File: src/rtl/ic_pkg.sv
// rtl/ic_pkg.sv - shared types and default constants for the interrupt requester
package ic_pkg;

    typedef enum logic [1:0] {
        IDLE = 2'd0,
        REQ  = 2'd1,
        HOLD = 2'd2
    } chan_state_t;

    localparam int NUM_SRC = 8;
    localparam int CNT_W   = 4;
    localparam int HOLDOFF = 2;

endpackage

File: src/rtl/ic_irq_channel.sv
// rtl/ic_irq_channel.sv - one interrupt source channel: event counter plus IDLE/REQ/HOLD FSM
// Ports:
//   clk, rst      clock, asynchronous active-high reset
//   event_in      one-cycle event strobe
//   enable        channel enable; low clears the counter and parks the FSM in IDLE
//   ack_acc       ack already qualified by the top level (selected and in REQ)
//   overflow_clr  clear strobe for the sticky overflow flag
//   irq_req       high exactly while the FSM is in REQ
//   overflow      sticky counter-saturation flag
//   count_nz      counter is non-zero
module ic_irq_channel #(
    parameter int CNT_W   = ic_pkg::CNT_W,
    parameter int HOLDOFF = ic_pkg::HOLDOFF
) (
    input  logic clk,
    input  logic rst,
    input  logic event_in,
    input  logic enable,
    input  logic ack_acc,
    input  logic overflow_clr,
    output logic irq_req,
    output logic overflow,
    output logic count_nz
);

    ic_pkg::chan_state_t state, state_nxt;
    logic [CNT_W-1:0]    count, count_nxt;
    logic [2:0]          hold_cnt, hold_cnt_nxt;
    logic                ovf_nxt;
    logic                inc;
    logic                sat;

    // State register
    always_ff @(posedge clk or posedge rst) begin
        if (rst) begin
            state    <= ic_pkg::IDLE;
            count    <= '0;
            hold_cnt <= '0;
            overflow <= 1'b0;
        end else begin
            state    <= state_nxt;
            count    <= count_nxt;
            hold_cnt <= hold_cnt_nxt;
            overflow <= ovf_nxt;
        end
    end

    // Counter datapath: saturating, an event and an ack cancel out.
    always_comb begin
        inc       = event_in & enable;
        sat       = (count == {CNT_W{1'b1}});
        count_nxt = count;
        ovf_nxt   = overflow & ~overflow_clr;
        if (!enable) begin
            count_nxt = '0;
        end else if (inc && ack_acc) begin
            count_nxt = count;
        end else if (inc) begin
            if (sat) begin
                ovf_nxt = 1'b1;
            end else begin
                count_nxt = count + 1'b1;
            end
        end else if (ack_acc) begin
            count_nxt = count - 1'b1;
        end
    end

    // Next-state logic; decisions look at count_nxt so an event landing on
    // the same edge as a transition is already accounted for.
    always_comb begin
        state_nxt    = state;
        hold_cnt_nxt = hold_cnt;
        if (!enable) begin
            state_nxt    = ic_pkg::IDLE;
            hold_cnt_nxt = '0;
        end else begin
            case (state)
                ic_pkg::IDLE: begin
                    if (count_nxt != '0) state_nxt = ic_pkg::REQ;
                end
                ic_pkg::REQ: begin
                    if (ack_acc) begin
                        state_nxt    = ic_pkg::HOLD;
                        hold_cnt_nxt = 3'(HOLDOFF - 1);
                    end
                end
                ic_pkg::HOLD: begin
                    // Events only affect the counter, never the holdoff length.
                    if (hold_cnt == '0) begin
                        state_nxt = (count_nxt != '0) ? ic_pkg::REQ : ic_pkg::IDLE;
                    end else begin
                        hold_cnt_nxt = hold_cnt - 3'd1;
                    end
                end
                default: begin
                    state_nxt    = ic_pkg::IDLE;
                    hold_cnt_nxt = '0;
                end
            endcase
        end
    end

    // Outputs are decoded straight from registered state.
    always_comb begin
        irq_req  = (state == ic_pkg::REQ);
        count_nz = (count != '0);
    end

endmodule

File: src/rtl/ic_irq_requester.sv
// rtl/ic_irq_requester.sv - per-source interrupt requester with ack decode and error reporting
// Ports:
//   clk, rst      clock, asynchronous active-high reset
//   event_in      per-source one-cycle event strobes
//   enable        per-channel enables
//   ack_in        acknowledge strobe, ack_id selects the channel
//   irq_req       per-channel level requests
//   overflow      per-channel sticky saturation flags, overflow_clr clears
//   ack_err       registered pulse for an ack that no channel accepted
//   pending_any   registered OR of all non-zero counters
module ic_irq_requester #(
    parameter int NUM_SRC = ic_pkg::NUM_SRC,
    parameter int CNT_W   = ic_pkg::CNT_W,
    parameter int HOLDOFF = ic_pkg::HOLDOFF
) (
    input  logic               clk,
    input  logic               rst,
    input  logic [NUM_SRC-1:0] event_in,
    input  logic [NUM_SRC-1:0] enable,
    input  logic               ack_in,
    input  logic [2:0]         ack_id,
    output logic [NUM_SRC-1:0] irq_req,
    output logic [NUM_SRC-1:0] overflow,
    input  logic [NUM_SRC-1:0] overflow_clr,
    output logic               ack_err,
    output logic               pending_any
);

    logic [NUM_SRC-1:0] ack_acc;
    logic [NUM_SRC-1:0] count_nz;

    // Only the channel named by ack_id can accept, and only while in REQ;
    // an ack_id beyond NUM_SRC matches no channel and falls into ack_err.
    for (genvar i = 0; i < NUM_SRC; i++) begin : g_ch
        assign ack_acc[i] = ack_in && (int'(ack_id) == i) && irq_req[i];

        ic_irq_channel #(
            .CNT_W   (CNT_W),
            .HOLDOFF (HOLDOFF)
        ) u_ch (
            .clk          (clk),
            .rst          (rst),
            .event_in     (event_in[i]),
            .enable       (enable[i]),
            .ack_acc      (ack_acc[i]),
            .overflow_clr (overflow_clr[i]),
            .irq_req      (irq_req[i]),
            .overflow     (overflow[i]),
            .count_nz     (count_nz[i])
        );
    end

    always_ff @(posedge clk or posedge rst) begin
        if (rst) begin
            ack_err     <= 1'b0;
            pending_any <= 1'b0;
        end else begin
            ack_err     <= ack_in && (ack_acc == '0);
            pending_any <= |count_nz;
        end
    end

endmodule
File: config.mk
export PLATFORM = sky130hd
export DESIGN_NAME = ic_irq_requester
export DESIGN_NICKNAME = d
export VERILOG_FILES = /design/src/rtl/ic_pkg.sv /design/src/rtl/ic_irq_channel.sv /design/src/rtl/ic_irq_requester.sv
export SDC_FILE = /design/constraint.sdc
export NUM_CORES = 1
export LEC_CHECK = 0
export ABC_AREA = 1
export ABC_CLOCK_PERIOD_IN_PS = 8420
export CORE_MARGIN = 2
export CORE_UTILIZATION = 30
export CTS_CLUSTER_SIZE = 16
export DETAILED_ROUTE_END_ITERATION = 6
export DONT_BUFFER_PORTS = 1
export GPL_TIMING_DRIVEN = 0
export MAX_ROUTING_LAYER = met4
export PLACE_DENSITY = 0.45
export RECOVER_POWER = 50
export SLEW_MARGIN = 20
export SYNTH_ARGS = -nofsm -noshare
export SYNTH_HDL_FRONTEND = slang
export SYNTH_SLANG_ARGS = --single-unit
File: constraint.sdc
create_clock -name clk -period 8.42 [get_ports clk]
set_input_delay 1.684 -clock clk [delete_from_list [all_inputs] [get_ports clk]]
set_output_delay 1.684 -clock clk [all_outputs]
set_load 0.02 [all_outputs]
==> results summary, run 1 <==
The top cell types in the final layout, fill and taps aside, are sky130_fd_sc_hd__nand2_1, sky130_fd_sc_hd__inv_1, sky130_fd_sc_hd__nand3_1, sky130_fd_sc_hd__dfrtp_1, sky130_fd_sc_hd__ha_1. The post-synth net total is 1071. The number of hold violations in the final report came to 0. Timing would allow up to 321 MHz.

The number of pins with negative max-slew slack in the final report came out at 33. At the pin with the least slew margin, the transition time is 1.67 ns. For this run, the share of the core covered by cells in the final layout is 0.339.

The critical path goes through inv_1 > nand2_1 > nor2_1 > nand2_2 > nand2_1 > nand2_1 > nand2_1 > nand2_1 > nand2_1 > inv_2 > nand4_1 > nand2_1 > nand2_1 > o21ai_1. STA puts the critical path data required time at 8.65 ns. During synthesis, Yosys emitted a total of 0 warnings. The share of post-route cells with drive strength above 1 came out at 0.0578. The count of port buffers added during placement is 0. The type of the setup path with the least slack is in -> reg. The setup violation total in the final timing report is 0. The DRC violation count after routing came out at 0. For this run the aggregate overflow at the end of global routing stands at 0. The highest cell delay on the worst timing path came out at 0.55 ns. The clock tree buffer depth came out at 2. The internal reg-to-reg setup slack is 5.93 ns.

In this run the remaining antenna-violating nets after routing total 0. The global-route wire length before repair is 26600 µm. On the critical path, the stage with the largest delay is an instance of sky130_fd_sc_hd__nor2_1. After the first detailed-routing iteration, the DRC count stood at 261. The fill cell total of the finished layout is 2422. The launch instance of the worst min-delay path is g_ch[1].u_ch.hold_cnt[1].

STA classifies the critical path endpoint as a flop. The power density relative to cell area is 240 nW/µm². The top-level I/O count is 48. The final critical delay including setup and external delays is 3.12 ns. The post-CTS setup repair buffer count came out at 0. The largest voltage drop on the vdd net came out at 103 µV. The number of buffers created by CTS came out at 9. The total routed wirelength is 15500 µm. The startpoint type of the worst setup path is a primary input. The die is 153 µm wide. The sum of negative setup slack came out at 0 ns.

The portion of the post-synthesis area used by sequential elements came out at 0.308. The highest fanout seen on the critical path is 8. The average footprint of a synthesized cell came out at 6.87 µm².

The number of search-and-repair iterations in the first detailed-routing pass came out at 4. The TritonCTS sink count is 82. The maximum number of pins on one net before global-route repair is 51. The worst flop-to-flop path endpoint is g_ch[3].u_ch.state[0]. The hold path depth is 2. The worst register-to-register path begins at g_ch[3].u_ch.state[1]. Counting stages on the worst path, the most repeated cell is sky130_fd_sc_hd__nand2_1. In this run the static leakage power is 4.14 nW. In this run, post-CTS hold repair placed 0 buffers. The clock tree skew after final layout came out at 0.00699 ns.

The arrival time of data at the critical path endpoint came out at 3.35 ns. The post-route non-filler standard cell count is 1266. The tree is rooted in a sky130_fd_sc_hd__clkbuf_16.

The detailed-placement wirelength estimate is 12000 µm. The flip-flop and latch area came out at 2050 µm². After detailed routing, the average wire length per cell comes to 12.2 µm.

The initial standard-cell utilization of the core is 0.305. The count of distinct cell types in the synthesized netlist is 28. The die is 153 µm tall.

The worst max-slew margin expressed relative to the limit came out at -0.122. The via-per-instance ratio is 4.50. After clock tree synthesis, the clock-pin slew on the worst setup and hold paths is 0.06 ns. The final-layout worst hold slack came out at 0.485 ns.

Counting flops and latches in the post-synthesis netlist gives 82. The initial antenna violation count came to 0. The endpoint with the worst hold slack is g_ch[1].u_ch.hold_cnt[1]. The run finished, with violations left. From synthesis to final layout, the design area changed by 11.2%. The met2 routed wirelength is 7210 µm. The area enclosed by the die boundary came out at 23400 µm². The reported max-cap violation count is 1. Summing all multi-input logic gate instances after layout gives 3640 µm². The number of global-route vias before repair is 5623. Clock latency on the worst-skew pair, taken at its later pin, is 0.35 ns. The count of H-tree levels built during CTS came out at 3.

TritonCTS built the clock tree. The global placement routability congestion came out at 0.813. Leaving out fill and tap cells, the most frequent cell in the layout is sky130_fd_sc_hd__nand2_1.

The wire length on met1 is 7580 µm. The quantity of gates resized following cts came out at 0. The highest routed metal layer is met4.

The type of the most critical hold path is reg -> reg. The number of cells on the worst reg-to-reg path is 15. The total global routing track utilization is 0.142.

The count of antenna diodes in the layout is 0. The floorplan row count is 54. Dividing the final minimum period by the clock period gives 0.370. The cell count after synthesis came out at 969. The routed layout has 5696 vias. The checks that failed: max-capacitance violations, max-slew violations. The number of nets in the layout came out at 1083. The core footprint came out at 21800 µm². Setup repair after global routing left no endpoint under its margin. The wire length on met3 is 483 µm. The cell count after placement is 1250. The total standard cell area after synthesis came out at 6650 µm².
final cells by class:
| class | count | area share |
|---|---|---|
| Buffer | 32 | 0.0254 |
| Clock buffer | 12 | 0.0360 |
| Clock inverter | 4 | 0.0162 |
| Inverter | 200 | 0.102 |
| Multi-Input combinational cell | 655 | 0.492 |
| Sequential cell | 82 | 0.277 |
| Tap cell | 280 | 0.0474 |
| Timing Repair Buffer | 1 | 0.00372 |
routing by layer:
| layer | up-vias | track usage |
|---|---|---|
| met5 | - | - |
| met4 | 0 | 0.0423 |
| met3 | 12 | 0.0241 |
| met2 | 59 | 0.234 |
| met1 | 2592 | 0.179 |
| li1 | 3033 | - |
where the power goes:
group / internal, mW / switching (mW) / total [mW]
sequential: 0.474 / 0.0696 / 0.544
combinational: 0.263 / 0.448 / 0.711
clock: 0.345 / 0.173 / 0.517
total: 1.08 / 0.691 / 1.77
cell usage after synthesis:
cell	number	share of area
sky130_fd_sc_hd__buf_2	8	0.0060
sky130_fd_sc_hd__o21ai_1	12	0.0090
sky130_fd_sc_hd__inv_2	5	0.0028
sky130_fd_sc_hd__or2_2	3	0.0028
sky130_fd_sc_hd__a21oi_1	22	0.017
sky130_fd_sc_hd__nand2_2	4	0.0038
sky130_fd_sc_hd__nor2_4	2	0.0034
sky130_fd_sc_hd__nand3_2	1	0.0015
sky130_fd_sc_hd__ha_1	72	0.14
sky130_fd_sc_hd__o32ai_1	5	0.0066
sky130_fd_sc_hd__nor3_2	2	0.0030
sky130_fd_sc_hd__o21ai_0	51	0.038
sky130_fd_sc_hd__nor2_1	29	0.016
sky130_fd_sc_hd__o22ai_1	3	0.0028
sky130_fd_sc_hd__buf_4	16	0.018
sky130_fd_sc_hd__xnor2_1	13	0.017
sky130_fd_sc_hd__xor2_1	17	0.022
sky130_fd_sc_hd__dfrtp_1	82	0.31
sky130_fd_sc_hd__a31oi_1	2	0.0019
sky130_fd_sc_hd__nand2_1	269	0.15
sky130_fd_sc_hd__nand3_1	107	0.080
sky130_fd_sc_hd__nand4_1	24	0.023
sky130_fd_sc_hd__nor2_2	6	0.0056
sky130_fd_sc_hd__clkbuf_1	8	0.0045
sky130_fd_sc_hd__o31ai_1	1	0.0011
sky130_fd_sc_hd__inv_1	195	0.11
sky130_fd_sc_hd__nor4_1	1	0.00094
sky130_fd_sc_hd__nor3_1	9	0.0068
worst max-delay path, delay by kind of cell:
| family | cells | cell delay [ns] |
|---|---|---|
| simple gates | 11 | 1.51 |
| buf+inv | 2 | 0.09 |
| compound gates | 1 | 0.06 |
logic make-up after synthesis:
family	share of synthesized area
xor+xnor	0.0395
flops	0.308
buf+inv	0.141
simple gates	0.299
compound gates	0.0763
fa+ha+maj	0.135
metrics by stage:
step           worst slack [ns]  total power, mW  area (µm²)
2_1_floorplan              4.63             1.11        6650
3_3_place_gp               3.24             1.27        7000
3_5_place_dp               5.07             1.27        7040
4_1_cts                    5.31             1.81        7420
5_1_grt                    5.01             1.94        7400
6_report                   5.30             1.77        7400
worst max path at each step:
stage,from,end,slack [ns],cells past startpoint
2_1_floorplan,rst,ack_err,4.63,1
3_3_place_gp,rst,g_ch[2].u_ch.overflow,3.24,1
3_5_place_dp,ack_id[2],g_ch[2].u_ch.state[0],5.07,13
4_1_cts,g_ch[0].u_ch.state[1],irq_req[0],5.31,3
5_1_grt,ack_id[2],g_ch[3].u_ch.state[1],5.01,14
6_report,ack_id[2],g_ch[3].u_ch.state[0],5.30,14
registers in the layout, summed over array words and instances (netlist names):
| name | flops |
|---|---|
| g_ch.u_ch.hold_cnt | 24 |
| g_ch.u_ch.overflow | 8 |
| pending_any | 1 |
| ack_err | 1 |
| g_ch.u_ch.count | 32 |
| g_ch.u_ch.state | 16 |
(Power assumes the default switching activity.)
==> inputs of run 2 (changes only) <==
Settings changed: ABC_CLOCK_PERIOD_IN_PS 8420 to 3300.
Clock period 8.42 ns to 3.3 ns, I/O delays scaled along.
==> run 2 against run 1 <==
Net effect: the flow still finishes with violations (max-capacitance violations, max-slew violations); sequential share of layout area is essentially flat; setup slack worse by 4.5 ns; global-route usage did not move; total power grew to 2.6 times the previous value; combinational power grew to 2.6 times the previous value; critical path depth is 1 higher; hold slack lost 0.093 ns; routed wire length is 0.34% higher; sequential power grew to 2.6 times the previous value; count of clock-buffer cells in the layout is the same; clock skew about the same; cell count stayed put; critical endpoint unchanged.
==> results summary, run 2 (synthesis results as in run 1) <==
The number of flip-flops under the largest register name is 32. Once the clock tree was built, the resizer swapped 0 gates to a different size. The number of nets in the layout came out at 1083. The worst setup slack after placement is 0.970 ns. The run finished, with violations left.

The initial standard-cell utilization of the core is 0.305. The count of H-tree levels built during CTS came out at 3. The post-CTS setup repair buffer count came out at 0.

The highest fanout seen on the critical path is 8. The TritonCTS sink count is 82. In this run the core area contains 54 standard-cell rows. The library cells used most frequently in the layout, excluding fill and tap cells, are sky130_fd_sc_hd__nand2_1, sky130_fd_sc_hd__inv_1, sky130_fd_sc_hd__nand3_1, sky130_fd_sc_hd__dfrtp_1, sky130_fd_sc_hd__ha_1. The detailed router placed 5673 vias in this run.

The cell count after placement came out at 1250. The total global routing track utilization is 0.142. The count of nets left with antenna violations once routing finished came out at 0. In the routed design, unresolved DRC markers number 0. The worst-case reg-to-reg path depth is 15. The number of hold violations in the final report came to 0. The count of port buffers added during placement is 0.

The initial antenna violation count is 0. The critical path crosses 15 cells after its start point. The post-route non-filler standard cell count came out at 1266. The area growth from synthesis to layout is 11.0%. On the worst path, the slowest cell contributes a delay of 0.52 ns.

TritonCTS built the clock tree. The setup violation total in the final timing report is 0. Traced cell by cell, the critical path runs through inv_1 > ha_1 > nand3_1 > nor2_1 > nand2_2 > nand2_1 > nand2_1 > nand2_1 > nand2_1 > nand2_1 > inv_2 > nand4_1 > nand2_1 > nand2_1 > o21ai_1.

The global placement routability congestion is 0.813. The count of antenna diodes in the layout came out at 0. The measured slew at the worst slew-check pin is 1.67 ns. The total routed wirelength came out at 15500 µm. The area enclosed by the die boundary came out at 23400 µm². The cell family contributing the most delay on the critical path is simple AND/OR/NAND/NOR gates. The clock latency of the later-clocked register in the worst-skew pair came out at 0.35 ns. The data required time of the critical path came out at 3.53 ns. The largest registers in the layout are g_ch.u_ch.count: 32 flops, g_ch.u_ch.hold_cnt: 24 flops, g_ch.u_ch.state: 16 flops. Hold repair after CTS inserted 0 buffers. The first detailed-routing pass ran for 4 iterations. The utilization of the core after routing came out at 0.338.

VDD sags by at most 262 µV. The leakage power came out at 4.13 nW. The number of global-route vias before repair came out at 5623.

The type of the most critical hold path is in -> reg. The hold path depth came out at 1. CTS placed an instance of sky130_fd_sc_hd__clkbuf_16 at the clock tree root. The number of pins with negative max-slew slack in the final report is 33. In this design, the critical path's most frequently occurring cell is sky130_fd_sc_hd__nand2_1. The clock tree buffer depth is 2. The setup path with the least slack is of type reg -> reg. The arrival time of data at the critical path endpoint came out at 2.75 ns.

The die span in x is 153 µm. The clock tree skew after final layout came out at 0.00697 ns. The register name with the most flops is g_ch.u_ch.count. The vertical extent of the die came out at 153 µm. The final reports fail on max-capacitance violations, max-slew violations. The maximum number of pins on one net before global-route repair is 51. The worst setup path is captured at a flop. The final worst slack came out at 0.782 ns. The core footprint is 21800 µm². The number of buffers created by CTS is 9. STA classifies the critical path startpoint as a flop. The maximum operating frequency came out at 397 MHz. Summed over all nets, the half-perimeter wirelength after detailed placement is 12000 µm.

The power density relative to cell area came out at 613 nW/µm². The slowest stage of the critical path belongs to the cell sky130_fd_sc_hd__nor2_1. The first global-routing pass estimated 26600 µm of wire.

The reported max-cap violation count is 1. Counting both buffers and inverters, the worst setup path holds a total of 2. The filler cells instantiated in the layout total 2418. The iteration-0 DRC count of the detailed router is 241. The top-level I/O count is 48. The share of post-route cells with drive strength above 1 is 0.0588. The post-route clock period utilization is 0.763. The routed length per instance is 12.3 µm. The clock-pin transition on the worst setup and hold timing paths is 0.07 ns.

The smallest clock period supported by the final layout is computed as 2.52 ns. The worst pin sits at a relative slew slack of -0.121. The sum of overflow across all layers after global routing came out at 0. Leaving out fill and tap cells, the most frequent cell in the layout is sky130_fd_sc_hd__nand2_1. Setup repair after global routing left no endpoint under its margin. The via-per-instance ratio is 4.48.
run 2: cell types whose count changed in the layout (fill, tap and decap cells not counted):
cell	delta
sky130_fd_sc_hd__nor2_1	-3
sky130_fd_sc_hd__clkbuf_1	+2
sky130_fd_sc_hd__nor2_2	+4
sky130_fd_sc_hd__buf_4	-4
sky130_fd_sc_hd__buf_2	+2
sky130_fd_sc_hd__nor2_4	-1
run 2: report_power, final:
part	internal, mW	switching, mW	total, mW
registers	1.21	0.179	1.39
clock network	0.879	0.439	1.32
logic	0.672	1.15	1.82
run 2: metrics by stage:
step | area [µm²] | setup TNS [ns] | hold slack, ns | power [mW]
after floorplan | 6650 | 0 | 0.452 | 2.83
after global placement | 7000 | -70.01 | 0.470 | 3.25
after detailed placement | 7040 | 0 | 0.474 | 3.25
after CTS | 7420 | 0 | 0.150 | 4.61
after global routing | 7390 | 0 | 0.388 | 4.96
final | 7390 | 0 | 0.392 | 4.53
run 2: path summary, 6_finish.rpt:
| check | from | slack [ns] | end |
|---|---|---|---|
| setup / recovery | g_ch[3].u_ch.state[1] | 0.78 | g_ch[3].u_ch.state[0] |
| min in group asynchronous | rst | 0.59 | g_ch[4].u_ch.hold_cnt[0] |
| hold / removal | overflow_clr[5] | 0.39 | g_ch[5].u_ch.overflow |
| hold reg to reg | g_ch[1].u_ch.hold_cnt[1] | 0.48 | g_ch[1].u_ch.hold_cnt[1] |
| setup reg to reg | g_ch[3].u_ch.state[1] | 0.78 | g_ch[3].u_ch.state[0] |
| max in group asynchronous | rst | 1.84 | g_ch[2].u_ch.hold_cnt[1] |
run 2: area by class of cell:
type / instances / area (µm²) / area share
plain buffers: 32 / 175 / 0.0237
clock buffers: 12 / 267 / 0.0361
clock inverters: 4 / 120 / 0.0163
inverters: 200 / 752 / 0.102
multi-input cells: 655 / 3640 / 0.493
flip-flops and latches: 82 / 2050 / 0.278
well taps: 280 / 350 / 0.0474
repair buffers: 1 / 27.5 / 0.00373
run 2: routing by layer:
metal | GRT usage | up-vias | share of wire
met5 | - | - | 0
met1 | 0.179 | 2578 | 0.49
met3 | 0.0241 | 12 | 0.028
met2 | 0.234 | 50 | 0.47
li1 | - | 3033 | -
met4 | 0.0423 | 0 | 0.013
==> inputs of run 3 (changes only) <==
Settings changed: ABC_CLOCK_PERIOD_IN_PS 3300 to 2300, PLACE_DENSITY 0.45 to 0.46.
Clock period 3.3 ns to 2.3 ns, I/O delays scaled along.
==> run 3 against run 2 <==
Net effect: the run now ends clean; sequential share of layout area is 0.20 points lower; design area is 0.71% higher; clock power is 11% higher; count of clock-buffer cells in the layout is 1 lower; clock skew is 0.0012 ns lower; combinational power increased by 45%.
==> results summary, run 3 (synthesis results as in run 1) <==
The run finished with clean final reports. The top-level I/O count is 48. The final critical delay including setup and external delays came out at 2.08 ns. The signed area change from the synthesized netlist to the final layout is 11.8%.

The data required time of the critical path is 2.54 ns. The type of the most critical hold path is in -> reg. The first global-routing pass estimated 26500 µm of wire.

The share of post-route cells with drive strength above 1 is 0.0780. The clock latency of the later-clocked register in the worst-skew pair is 0.35 ns. The logic gate share of total power came out at 0.431. The clock-pin transition on the worst setup and hold timing paths is 0.07 ns. The total global routing track utilization is 0.141. The number of global-route vias before repair is 5518. Leaving out fill and tap cells, the most frequent cell in the layout is sky130_fd_sc_hd__nand2_1. The count of antenna diodes in the layout is 0.

In the layout the commonest cells are sky130_fd_sc_hd__nand2_1, sky130_fd_sc_hd__inv_1, sky130_fd_sc_hd__nand3_1, sky130_fd_sc_hd__dfrtp_1, sky130_fd_sc_hd__ha_1. STA classifies the critical path startpoint as a flop. The vertical extent of the die is 153 µm. The highest fanout seen on the critical path came out at 7. The die span in x is 153 µm.

In this run the remaining antenna-violating nets after routing total 0. More flip-flops sit in one register than any other, and that register is g_ch.u_ch.count. The DRC violation count after routing is 0.

The number of pins with negative max-slew slack in the final report came out at 0. The sequential share of power is 0.328. The TritonCTS clock tree is done.

The endpoint class of the critical path is a flop. The arrival time of data at the critical path endpoint is 2.32 ns. The die covers 23400 µm². Of the available clock period, the critical path in the final layout requires 0.903. The floorplan row count is 54. The register with the most flip-flops in the layout has 32 of them.

The total internal power is 3.57 mW. The clock arrives with 0.00578 ns of skew. The post-place instance area came out at 7070 µm².

The count of H-tree levels built during CTS is 3. The launch point of the critical path is g_ch[6].u_ch.state[1]. The iteration-0 DRC count of the detailed router came out at 381. Summed over all nets, the half-perimeter wirelength after detailed placement is 11900 µm. Leaving out filler cells and counting taps, the final layout contains 1280. Of the total power, the share spent switching nets is 0.414. The final layout contains routed wiring with a total length of 15100 µm. The worst max-slew margin expressed relative to the limit came out at 0.578. The clock passes through at most 2 buffers. The reported max-cap violation count is 0. Based on the critical path, the design can be clocked at up to 482 MHz. The leakage power is 4.13 nW. The final worst slack came out at 0.224 ns. The launch point of the worst reg-to-reg path is g_ch[6].u_ch.state[1]. The switching power summed over all nets is 2.52 mW. The number of hold violations in the final report is 0. The maximum number of pins on one net before global-route repair is 30.

The critical path is of the reg -> reg type. The cell count after placement is 1252. The initial standard-cell utilization of the core is 0.305. The startpoint identified for the worst hold timing path is overflow_clr[3]. The TritonCTS sink count came out at 82.

The number of buffers created by CTS is 9. For this design the ratio of total power to cell area is 818 nW/µm². The sum of overflow across all layers after global routing came out at 0. The tree is rooted in a sky130_fd_sc_hd__clkbuf_16. After the last flow step, the layout net total stands at 1097.

The number of search-and-repair iterations in the first detailed-routing pass came out at 4. The largest registers in the layout are g_ch.u_ch.count: 32 flops, g_ch.u_ch.hold_cnt: 24 flops, g_ch.u_ch.state: 16 flops. The initial antenna violation count is 0. On the final layout, the worst hold slack is 0.193 ns. The share of total power dissipated in the clock network is 0.240. The worst setup slack after placement came out at -0.0588 ns. Routability-driven placement finished with a final weighted congestion of 0.782. The measured slew at the worst slew-check pin came out at 0.634 ns. Setup violations remaining at the end of the flow were counted as 0.

The largest voltage drop on the vdd net is 341 µV. Input and output buffers added on the ports amount to 0. The post-route standard cell area excluding fillers is 7440 µm².

After detailed routing, the average wire length per cell comes to 11.8 µm. The via count came out at 5662. The via-per-instance ratio is 4.42. The core footprint came out at 21800 µm².
==> run 3: cell count changes in the layout (fill, tap and decap cells not counted), sizes merged <==
| cell | previous run | this run |
|---|---|---|
| buf | 21 | 30 |
| bufinv | 4 | 1 |
| clkbuf | 24 | 27 |
| clkinv | 0 | 2 |
| clkinvlp | 1 | 3 |
| dlygate4sd3 | 0 | 1 |
==> run 3: area by class of cell <==
type                            count  area (µm²)
Buffer                             32         171
Clock buffer                       11         233
Clock inverter                      5        55.1
Fill cell                        2373       14400
Inverter                          200         752
Multi-Input combinational cell    655        3710
Sequential cell                    82        2050
Tap cell                          280         350
Timing Repair Buffer               15         113
==> run 3: final timing paths <==
check | to | slack (ns) | depth (start not counted)
min in group asynchronous | g_ch[7].u_ch.overflow | 0.49 | 2
max in group asynchronous | g_ch[2].u_ch.state[1] | 0.44 | 4
max | g_ch[6].u_ch.state[0] | 0.22 | 15
min | g_ch[3].u_ch.overflow | 0.19 | 1
max reg2reg | g_ch[6].u_ch.state[0] | 0.22 | 15
min reg2reg | g_ch[1].u_ch.hold_cnt[1] | 0.49 | 2
==> run 3: what timing repair did <==
item,in CTS,in global routing
setup buffers,0,11
hold buffers,1,0
pin swaps,0,4
gates resized for setup,2,11
cloned,0,0
setup endpoints to repair,4,14
hold endpoints to repair,5,0
==> run 3: routing by layer <==
| metal | wire length, µm | vias to the layer above | part of all wire | GRT usage |
|---|---|---|---|---|
| met2 | 6920 | 64 | 0.46 | 0.225 |
| li1 | - | 3058 | - | - |
| met4 | 183 | 0 | 0.012 | 0.0370 |
| met1 | 7470 | 2528 | 0.49 | 0.185 |
| met5 | 0 | - | 0 | - |
| met3 | 574 | 12 | 0.038 | 0.0258 |
==> run 3: power by group through the flow <==
| stage | Combinational [mW] | Clock [mW] | Sequential [mW] |
|---|---|---|---|
| 2_1_floorplan | 2.11 | 0 | 1.96 |
| 3_3_place_gp | 2.62 | 0 | 2.02 |
| 3_5_place_dp | 2.63 | 0 | 2.02 |
| 4_1_cts | 2.64 | 1.54 | 2.00 |
| 5_1_grt | 3.10 | 1.58 | 2.05 |
| 6_report | 2.63 | 1.46 | 2.00 |
==> run 3: through the flow <==
| stage | power (mW) | utilization | setup TNS, ns |
|---|---|---|---|
| 3_5_place_dp | 4.65 | 0.324 | -0.0965 |
| 6_report | 6.09 | 0.341 | 0 |
| 3_3_place_gp | 4.64 | 0.321 | -0.161 |
| 5_1_grt | 6.73 | 0.341 | -0.00608 |
| 2_1_floorplan | 4.07 | - | 0 |
| 4_1_cts | 6.18 | 0.338 | 0 |
==> run 3: worst max-delay path, cell delays in order (launching register included) <==
cell and delay [ns]:
sky130_fd_sc_hd__dfrtp_1 0.41, sky130_fd_sc_hd__inv_1 0.09, sky130_fd_sc_hd__ha_2 0.26, sky130_fd_sc_hd__nand3_1 0.15, sky130_fd_sc_hd__nor2_4 0.20, sky130_fd_sc_hd__nand2_2 0.14, sky130_fd_sc_hd__nand2_1 0.11, sky130_fd_sc_hd__nand2_1 0.05
sky130_fd_sc_hd__nand2_1 0.06, sky130_fd_sc_hd__nand2_1 0.06, sky130_fd_sc_hd__nand2_1 0.07, sky130_fd_sc_hd__inv_1 0.05, sky130_fd_sc_hd__nand4_1 0.09, sky130_fd_sc_hd__nand2_1 0.10, sky130_fd_sc_hd__nand2_1 0.07, sky130_fd_sc_hd__o21ai_1 0.06
==> edit (settings of run 2) <==
Register the output `overflow`, with the module's reset; this adds one clock of latency there. The other outputs are not delayed to match.
--- a/src/rtl/ic_irq_requester.sv
+++ b/src/rtl/ic_irq_requester.sv
@@ -28,2 +28,4 @@
 
+    logic [NUM_SRC-1:0] overflow_d;
+
     logic [NUM_SRC-1:0] ack_acc;
@@ -47,3 +49,3 @@
             .irq_req      (irq_req[i]),
-            .overflow     (overflow[i]),
+            .overflow     (overflow_d[i]),
             .count_nz     (count_nz[i])
@@ -62,2 +64,10 @@
 
+    always_ff @(posedge clk or posedge rst) begin
+        if (rst) begin
+            overflow <= '0;
+        end else begin
+            overflow <= overflow_d;
+        end
+    end
+
 endmodule
Formal check against the unedited RTL: same outputs for any inputs over 4 cycles, from zero or initial values and one cycle with rst high; that may be too few to reach the edited logic, so the function may still have changed.
==> edit against run 2 <==
- the run still ends with max-capacitance violations, max-slew violations left
- routed wire length is 1.8% lower
- maximum frequency up 9.0%
- sequential cell count rose by 8
- cell area rose by 1.3%
- synthesized area grew 1.9%
- setup slack better by 210 ps
- non-clock buffer count fell by 8
- total power is essentially flat
- first-iteration DRC count increased by 5.8%
- highest routed layer unchanged
==> edit: results (changes against run 2) <==
* Status: finished with violations
* Violations in the final reports: max-capacitance violations, max-slew violations
* Drt total wl at 15.26 mm (-1.8%)
* Leading cell types by count after synthesis: nand2_1, inv_1, nand3_1, dfrtp_1, ha_1
* Setup Skew at 10.79 ps (+3.822 ps)
* Number of unique standard cell types used by synthesis at 31 (+11%)
* Gr usage total at 13.83% (-0.36 points)
* Sequential-to-total area share from yosys stat at 33.23% (+2.4 points)
* Critical-path maximum fanout at 7 (-1)
* Detail Placement HPWL at 11.72 mm (-2.1%)
* Share of cells above drive strength 1 at 5.317% (-0.57 points)
* Min-Delay Path Class: flop to flop
* Global-route wire length before repair at 26.01 mm (-2.2%)
* Worst vdd rail ir drop at 221.1 uV (-16%)
* Top post-synthesis cells by area: dfrtp_1, nand2_1, ha_1, inv_1, nand3_1
* Placed standard-cell area at 0.007161 mm2 (+1.8%)
* Pin count of the biggest net entering global routing at 59 (+16%)
* Weighted congestion reported at the end of routability-driven placement at 0.8022 (-1.3%)
* Vias in the first global route at 5215 (-7.3%)
* Max-slew violation total from the final report at 33 (unchanged)
* Grt met3 use at 3.110% (+0.70 points)
* Placed cell count at 1242 (-0.64%)
* Met1 layer wirelength in the final routing at 7.706 mm (+0.48%)
* Leakage Power at 4.113 nW (-0.35%)
* Maxcap violations at 1 (unchanged)
* Max-Slew Margin vs Limit at -11.17% (+0.89 points)
* Syn avg cell area at 7.053 um2 (+2.7%)
* Critical-path top delay cell: dfrtp_1
* Met1 Usage GRT at 18.59% (+0.66 points)
* Detailed Route Iter0 Violations at 255 (+5.8%)
* Drt via density at 4.476 (-0.11%)
* Vias post-DR at 5631 (-0.74%)
* Net count after synthesis at 1063 (-0.75%)
-- edit: changes by cell type after synthesis, moves of 6 or more --
| cell | run 2 | this run |
|---|---|---|
| buf_2 | 8 | 2 |
| buf_4 | 16 | 8 |
| nand4_1 | 24 | 14 |
| dfrtp_1 | 82 | 90 |
| nor2_1 | 29 | 40 |
| inv_1 | 195 | 182 |
-- edit: cells by family (layout without fill, tap and decap cells) --
logic type               Yosys count  after routing  synth area share (%)
multiplexers                       1              1                0.1477
adder cells (fa/ha/maj)           72             72                 13.29
AO/OA/AOI/OAI                     96             96                 7.790
AND/OR/NAND/NOR                  465            465                 30.00
XOR/XNOR                          26             26                 3.360
flip-flops                        90             90                 33.23
buffers and inverters            211            228                 12.18
-- edit: cell type report --
class | instances | area (um2)
repair buffers | 1 | 27.53
clock buffers | 11 | 232.7
clock inverters | 5 | 102.6
well taps | 280 | 350.3
fillers | 2327 | 14540
plain buffers | 24 | 123.9
flip-flops and latches | 90 | 2252
inverters | 187 | 703.2
multi-input cells | 660 | 3692
-- edit: final timing paths --
| check | cells past startpoint | startpoint | slack (ps) | to |
|---|---|---|---|---|
| max | 15 | g_ch[2].u_ch.state[1] | 990 | g_ch[2].u_ch.state[0] |
| min | 0 | g_ch[6].u_ch.overflow | 380 | overflow[6] |
| max reg2reg | 15 | g_ch[2].u_ch.state[1] | 990 | g_ch[2].u_ch.state[0] |
| min reg2reg | 0 | g_ch[6].u_ch.overflow | 380 | overflow[6] |
| max in group asynchronous | 2 | rst | 1820 | g_ch[0].u_ch.state[1] |
| min in group asynchronous | 1 | rst | 580 | g_ch[7].u_ch.hold_cnt[2] |
-- edit: report_power, final --
group          total, mW  switching [mW]  leakage (nW)  internal [mW]
Combinational       1.84            1.15          2.75          0.688
Clock               1.19           0.451         0.160          0.740
Sequential          1.50           0.186          1.20           1.31
